**config.mk**
```make
export PLATFORM = sky130hd
export DESIGN_NAME = ps2_rx_fifo
export DESIGN_NICKNAME = d
export VERILOG_FILES = /design/src/rtl/ps2_rx_fifo.sv
export SDC_FILE = /design/constraint.sdc
export NUM_CORES = 1
export LEC_CHECK = 0
export ABC_AREA = 1
export ABC_CLOCK_PERIOD_IN_PS = 6640
export BUFFER_PORTS_ARGS = -buffer_cell sky130_fd_sc_hd__buf_2
export CORE_MARGIN = 4
export CORE_UTILIZATION = 31
export CTS_CLUSTER_SIZE = 16
export DETAILED_ROUTE_END_ITERATION = 8
export GPL_ROUTABILITY_DRIVEN = 0
export GPL_TIMING_DRIVEN = 0
export MAX_ROUTING_LAYER = met4
export PLACE_DENSITY_LB_ADDON = 0.3
export SYNTH_ARGS = -nofsm -noshare
export SYNTH_HDL_FRONTEND = slang
export SYNTH_SLANG_ARGS = --single-unit
```
**constraint.sdc**
```tcl
create_clock -name clk -period 6.64 [get_ports clk]
set_clock_uncertainty 0.05 [all_clocks]
set_input_delay 0.332 -clock clk [delete_from_list [all_inputs] [get_ports clk]]
set_output_delay 0.332 -clock clk [all_outputs]
set_load 0.01 [all_outputs]
```
**src/rtl/ps2_rx_fifo.sv**
```systemverilog
// PS/2 device-to-host receiver: sync + glitch filter, 11-bit frame FSM, scan-code FIFO, sticky errors.
// Latency: code visible one cycle after the stop-bit fall; full FIFO drops new codes unless popped that cycle.
module ps2_rx_fifo #(
    parameter int CLK_FREQ_HZ = 50000000,
    parameter int FILTER_LEN  = 8,
    parameter int TIMEOUT_US  = 100,
    parameter int FIFO_DEPTH  = 4
) (
    input  logic                          clk,
    input  logic                          rst,
    input  logic                          ps2_clk,
    input  logic                          ps2_data,
    output logic [7:0]                    rx_code,
    output logic                          rx_valid,
    input  logic                          rx_ready,
    output logic [$clog2(FIFO_DEPTH):0]   fifo_count,
    output logic                          busy,
    output logic [3:0]                    err_flags,
    input  logic                          err_clr
);

    localparam int TIMEOUT_CYCLES = CLK_FREQ_HZ / 1000000 * TIMEOUT_US;
    localparam int TW = $clog2(TIMEOUT_CYCLES + 1);
    localparam int AW = $clog2(FIFO_DEPTH);
    localparam int CW = AW + 1;

    typedef enum logic [1:0] {S_IDLE, S_DATA, S_PARITY, S_STOP} state_t;

    // Line index 0 is the PS/2 clock, index 1 is PS/2 data.
    logic [1:0] raw;
    logic [1:0] sync1_q, sync2_q, filt_q, filt_d;
    logic [7:0] fcnt_q [2];
    logic [7:0] fcnt_d [2];
    logic       clk_prev_q;
    logic       fall, din;

    assign raw = {ps2_data, ps2_clk};

    always_comb begin
        for (int i = 0; i < 2; i++) begin
            filt_d[i] = filt_q[i];
            fcnt_d[i] = 8'd0;
            if (sync2_q[i] != filt_q[i]) begin
                if (fcnt_q[i] == 8'(FILTER_LEN - 1)) filt_d[i] = sync2_q[i];
                else                                 fcnt_d[i] = fcnt_q[i] + 8'd1;
            end
        end
    end

    always_ff @(posedge clk or negedge rst) begin
        if (!rst) begin
            sync1_q    <= 2'b11;
            sync2_q    <= 2'b11;
            filt_q     <= 2'b11;
            clk_prev_q <= 1'b1;
            for (int i = 0; i < 2; i++) fcnt_q[i] <= 8'd0;
        end else begin
            sync1_q    <= raw;
            sync2_q    <= sync1_q;
            filt_q     <= filt_d;
            clk_prev_q <= filt_q[0];
            for (int i = 0; i < 2; i++) fcnt_q[i] <= fcnt_d[i];
        end
    end

    assign fall = clk_prev_q & ~filt_q[0];
    assign din  = filt_q[1];

    state_t        state_q, state_d;
    logic [2:0]    bitcnt_q, bitcnt_d;
    logic [7:0]    shreg_q, shreg_d;
    logic          par_q, par_d;
    logic [TW-1:0] tmo_q, tmo_d;
    logic          busy_q;
    logic          push, set_par, set_frm, set_tmo;

    always_comb begin
        state_d  = state_q;
        bitcnt_d = bitcnt_q;
        shreg_d  = shreg_q;
        par_d    = par_q;
        tmo_d    = tmo_q;
        push     = 1'b0;
        set_par  = 1'b0;
        set_frm  = 1'b0;
        set_tmo  = 1'b0;
        if (state_q == S_IDLE) begin
            if (fall) begin
                if (!din) begin
                    state_d  = S_DATA;
                    bitcnt_d = 3'd0;
                    tmo_d    = '0;
                end else begin
                    set_frm = 1'b1;
                end
            end
        end else if (tmo_q == TW'(TIMEOUT_CYCLES - 1)) begin
            // Expiry beats a coincident fall: the stalled frame is dropped outright.
            set_tmo = 1'b1;
            state_d = S_IDLE;
            tmo_d   = '0;
        end else if (fall) begin
            tmo_d = '0;
            case (state_q)
                S_DATA: begin
                    shreg_d  = {din, shreg_q[7:1]};
                    bitcnt_d = bitcnt_q + 3'd1;
                    if (bitcnt_q == 3'd7) state_d = S_PARITY;
                end
                S_PARITY: begin
                    par_d   = din;
                    state_d = S_STOP;
                end
                default: begin
                    state_d = S_IDLE;
                    push    = din & (^{shreg_q, par_q});
                    set_par = ~(^{shreg_q, par_q});
                    set_frm = ~din;
                end
            endcase
        end else begin
            tmo_d = tmo_q + TW'(1);
        end
    end

    logic [7:0]    mem_q [FIFO_DEPTH];
    logic [AW-1:0] wr_ptr_q, wr_ptr_d, rd_ptr_q, rd_ptr_d;
    logic [CW-1:0] count_q, count_d;
    logic [3:0]    err_q, err_d;
    logic          full, pop, do_push, ovf;

    always_comb begin
        full     = (count_q == CW'(FIFO_DEPTH));
        pop      = (count_q != '0) && rx_ready;
        do_push  = push && (!full || pop);
        ovf      = push && full && !pop;
        wr_ptr_d = do_push ? wr_ptr_q + AW'(1) : wr_ptr_q;
        rd_ptr_d = pop ? rd_ptr_q + AW'(1) : rd_ptr_q;
        count_d  = count_q + CW'(do_push) - CW'(pop);
        err_d    = (err_clr ? 4'b0000 : err_q) | {ovf, set_tmo, set_frm, set_par};
    end

    always_ff @(posedge clk or negedge rst) begin
        if (!rst) begin
            state_q  <= S_IDLE;
            bitcnt_q <= 3'd0;
            shreg_q  <= 8'd0;
            par_q    <= 1'b0;
            tmo_q    <= '0;
            busy_q   <= 1'b0;
            wr_ptr_q <= '0;
            rd_ptr_q <= '0;
            count_q  <= '0;
            err_q    <= 4'b0000;
        end else begin
            state_q  <= state_d;
            bitcnt_q <= bitcnt_d;
            shreg_q  <= shreg_d;
            par_q    <= par_d;
            tmo_q    <= tmo_d;
            busy_q   <= (state_d != S_IDLE);
            wr_ptr_q <= wr_ptr_d;
            rd_ptr_q <= rd_ptr_d;
            count_q  <= count_d;
            err_q    <= err_d;
        end
    end

    // Storage needs no reset; the head is masked while empty.
    always_ff @(posedge clk) begin
        if (do_push) mem_q[wr_ptr_q] <= shreg_q;
    end

    assign rx_valid   = (count_q != '0);
    assign rx_code    = rx_valid ? mem_q[rd_ptr_q] : 8'h00;
    assign fifo_count = count_q;
    assign busy       = busy_q;
    assign err_flags  = err_q;

endmodule
```
==> impl_metrics.prom <==
# TYPE chip_impl_metric gauge
chip_impl_metric{name="dp_hpwl",unit="µm"} 5746
chip_impl_metric{name="postCtsSetupRepairBufs",unit=""} 0
chip_impl_metric{name="antenna_cells",unit=""} 0
chip_impl_metric{name="worstPathArrival",unit="ns"} 2.81
chip_impl_metric{name="finalNetCount",unit=""} 519
chip_impl_metric{name="cp_max_fo",unit=""} 7
chip_impl_info{name="layout.cells.most_common",value="nor2_1"} 1
chip_impl_metric{name="maximum_buffer_depth_of_the_clock_tree",unit=""} 2
chip_impl_metric{name="fin_hold_ws",unit="ns"} 0.02503
chip_impl_metric{name="design.portCount",unit=""} 23
chip_impl_metric{name="netlist_area",unit="µm²"} 4457
chip_impl_metric{name="synth_xor_area_frac",unit=""} 0.02358
chip_impl_metric{name="timing.setup.tns",unit="ns"} 0
chip_impl_metric{name="first_pass_grt_wire_length",unit="µm"} 13920
chip_impl_metric{name="synth_fp_nets",unit=""} 486
chip_impl_metric{name="drive_gt1_frac",unit=""} 0.1730
chip_impl_metric{name="coreArea",unit="µm²"} 13990
chip_impl_metric{name="area_delta_synth_final",unit="%"} 15.30
chip_impl_metric{name="power",unit="mW"} 1.855
chip_impl_metric{name="synth_enable_flop_cells",unit=""} 32
chip_impl_metric{name="number_of_standard_cell_rows_in_the_floorplan",unit=""} 43
chip_impl_metric{name="timing.final.crit_share",unit=""} 0.3965
chip_impl_info{name="post_synth_main_area_contributors",value="dfrtp_1, edfxtp_1, nor2_1, nand2_1, dfstp_2"} 1
chip_impl_metric{name="yosysWarningCount",unit=""} 0
chip_impl_metric{name="drt_pre_antenna_iters",unit=""} 4
chip_impl_metric{name="grt_antenna_before_repair",unit=""} 0
chip_impl_metric{name="synthDistinctLibCells",unit=""} 45
chip_impl_info{name="yosys.area.top_type",value="dfrtp_1"} 1
chip_impl_metric{name="timing_hold_violations_final",unit=""} 0
chip_impl_metric{name="power.density_cell_area",unit="nW/µm²"} 361.0
chip_impl_metric{name="synth-seq-area-share",unit=""} 0.5657
chip_impl_metric{name="maxClockFrequency",unit="MHz"} 379.8
chip_impl_metric{name="synth-simple-area-share",unit=""} 0.2089
chip_impl_metric{name="crit_required",unit="ns"} 6.82
chip_impl_info{name="timing_worst_setup_path_type",value="reg2reg"} 1
chip_impl_metric{name="die_area",unit="µm²"} 16360
chip_impl_metric{name="reg2regPathDepth",unit=""} 12
chip_impl_info{name="worstHoldPathType",value="in2async"} 1
chip_impl_metric{name="yosysTopAreaCellShare",unit=""} 0.3088
chip_impl_metric{name="initial_core_util",unit=""} 0.3186
chip_impl_info{name="timing.critical_path.to",value="fifo_count[2]"} 1
chip_impl_metric{name="synth_area_per_cell",unit="µm²"} 9.584
chip_impl_metric{name="wl_per_cell",unit="µm"} 11.79
chip_impl_metric{name="final_max_slew_viol_count",unit=""} 0
chip_impl_info{name="critical_path.reg2reg.endpoint",value="fifo_count[2]"} 1
chip_impl_metric{name="detail-route-antenna-nets",unit=""} 0
chip_impl_metric{name="synth_compound_gate_area_share",unit=""} 0.09349
chip_impl_metric{name="final_wl",unit="µm"} 8055
chip_impl_metric{name="power.leakage",unit="nW"} 2.222
chip_impl_metric{name="adder_and_majority_gate_portion_of_the_synthesized_area",unit=""} 0.04380
chip_impl_metric{name="number_of_global_route_vias_before_repair",unit=""} 2976
chip_impl_metric{name="htree_levels",unit=""} 3
chip_impl_metric{name="slew-limit-headroom",unit=""} 0.4760
chip_impl_metric{name="via_count",unit=""} 3117
chip_impl_metric{name="finalWorstPathRequiredPeriod",unit="ns"} 2.633
chip_impl_info{name="cts-root-buf",value="clkbuf_16"} 1
chip_impl_metric{name="cts_hold_buffers",unit=""} 0
chip_impl_metric{name="post-route-drc-count",unit=""} 0
chip_impl_metric{name="max_capacitance_violation_count",unit=""} 0
chip_impl_metric{name="cts_made_buffers",unit=""} 9
chip_impl_metric{name="synthCells",unit=""} 465
chip_impl_info{name="synth_top_flop_cell",value="dfrtp_1"} 1
chip_impl_metric{name="async_reset_ff_frac",unit=""} 0.6596
chip_impl_info{name="run_status",value="finished clean"} 1
chip_impl_metric{name="die-width",unit="µm"} 127.9
chip_impl_metric{name="detailedRoute.firstIterationViolations",unit=""} 196
chip_impl_info{name="worstSetupEndpointType",value="flip-flop"} 1
chip_impl_metric{name="post_cts_resized",unit=""} 0
chip_impl_metric{name="power.ir.vdd_worst",unit="µV"} 184.6
chip_impl_metric{name="clk_pin_slew",unit="ns"} 0.06
chip_impl_metric{name="clock_sink_count",unit=""} 94
chip_impl_info{name="largest_family_of_logic_cells_by_synthesized_area",value="simple AND/OR/NAND/NOR gates"} 1
chip_impl_metric{name="setup-violations-final",unit=""} 0
chip_impl_metric{name="port_buffers",unit=""} 22
chip_impl_metric{name="postSynthRegisterBits",unit=""} 94
chip_impl_metric{name="reg2reg_slack",unit="ns"} 4.01
chip_impl_metric{name="globalRoute.totalOverflow",unit=""} 0
chip_impl_info{name="most-common-layout-cells",value="nor2_1, nand2_1, dfrtp_1, inv_1, edfxtp_1"} 1
chip_impl_info{name="cp-startpoint",value="state_q[0]"} 1
chip_impl_info{name="rsz0062_at_grt",value="false"} 1
chip_impl_metric{name="floorplan.die.height",unit="µm"} 127.9
chip_impl_metric{name="vias_per_cell",unit=""} 4.564
chip_impl_metric{name="multiplexer_fraction_of_the_synthesized_cell_area",unit=""} 0.002246
chip_impl_info{name="regToRegStartpoint",value="state_q[0]"} 1
chip_impl_info{name="cts_tree",value="yes"} 1
chip_impl_info{name="worstSetupStartpointType",value="flip-flop"} 1
chip_impl_metric{name="worst_skew_pair.late_latency",unit="ns"} 0.34
chip_impl_metric{name="grt_start_max_net_pins",unit=""} 63
chip_impl_metric{name="grt_use_total",unit=""} 0.1084
chip_impl_metric{name="worst-slew-pin-transition",unit="ns"} 0.7859
==> critical path, cell delays in order (launching register included) <==
cell     delay, ns
dfrtp_1       0.38
inv_1         0.10
ha_1          0.28
inv_2         0.20
nand4_2       0.18
nor2_4        0.18
nand3_4       0.12
ha_1          0.28
inv_1         0.05
ha_1          0.12
inv_1         0.05
fa_1          0.38
xnor2_1       0.13
==> Yosys cell counts (2+ instances only) <==
cell / n
nor2_1: 75
nand2_1: 72
dfrtp_1: 55
inv_1: 49
edfxtp_1: 32
o21ai_0: 31
a21oi_1: 17
nand3_1: 17
ha_1: 14
inv_2: 13
nor3_1: 10
dfstp_2: 7
o21ai_2: 6
xnor2_1: 6
xor2_1: 6
buf_2: 4
nand4_1: 4
nor2_2: 4
o21ai_1: 4
and3_1: 3
nand3_4: 3
nor2_4: 3
a22o_1: 2
a31oi_1: 2
nand2_2: 2
nand3_2: 2
nor3b_1: 2
nor4_1: 2
o2111ai_1: 2
==> metrics by stage <==
stage	util	instance area [µm²]	setup slack [ns]	instances
4_1_cts	0.3674	5139	3.998	683
3_3_place_gp	0.3426	4792	4.048	667
5_1_grt	0.3674	5139	3.826	683
6_report	0.3674	5139	4.007	683
3_5_place_dp	0.3428	4795	4.006	667
2_1_floorplan	-	4457	4.250	465
==> sequential cells by signal, summed over array words and instances (netlist names) <==
register and flops:
filt_q 2, state_q 2, clk_prev_q 1, fcnt_q 16
rd_ptr_q 2, shreg_q 8, fifo_count 3, mem_q 32
err_flags 4, tmo_q 13, bitcnt_q 3, sync2_q 2
busy 1, par_q 1, wr_ptr_q 2, sync1_q 2
==> layout make-up <==
cell class                      instances  area [µm²]
Sequential cell                        94        2521
Clock buffer                           10       229.0
Clock inverter                          6       115.1
Tap cell                              180       225.2
Multi-Input combinational cell        301        1658
Fill cell                            1439        8850
Timing Repair Buffer                   22       112.6
Buffer                                  6       35.03
Inverter                               64       242.7
==> metal layers <==
layer  vias up  GRT usage  share of wire  routed length [µm]
met2        35     0.1774           0.49                3979
met3        11    0.03000          0.034                 271
met5         -          -              0                   0
met4         0    0.04120          0.018                 142
met1      1471     0.1274           0.45                3662
li1       1600          -              -                   -
==> kinds of logic after synthesis <==
| logic type | Yosys count |
|---|---|
| xor gates and xnor gates | 12 |
| DFF | 94 |
| AOI/OAI and AO/OA | 71 |
| and+or+nand+nor | 202 |
| adders and majority gates | 15 |
| muxes | 1 |
| buffers and inverters | 70 |
==> worst min-delay path by stage <==
stage	to	slack, ns	cells after the start
CTS	sync1_q[0]	0.02	1
finish	fcnt_q[8]	0.03	1
global route	sync1_q[1]	0.01	1
detailed placement	sync2_q[0]	0.30	0
floorplan	bitcnt_q[0]	-0.01	0
global placement	sync2_q[0]	0.30	0
==> report_power, final <==
group / total (mW) / switching (mW) / internal (mW) / leakage, nW
Sequential: 0.718 / 0.0499 / 0.668 / 1.12
Clock: 0.592 / 0.222 / 0.371 / 0.164
Combinational: 0.545 / 0.353 / 0.192 / 0.943
Total: 1.86 / 0.625 / 1.23 / 2.22
(Power assumes the default switching activity.)
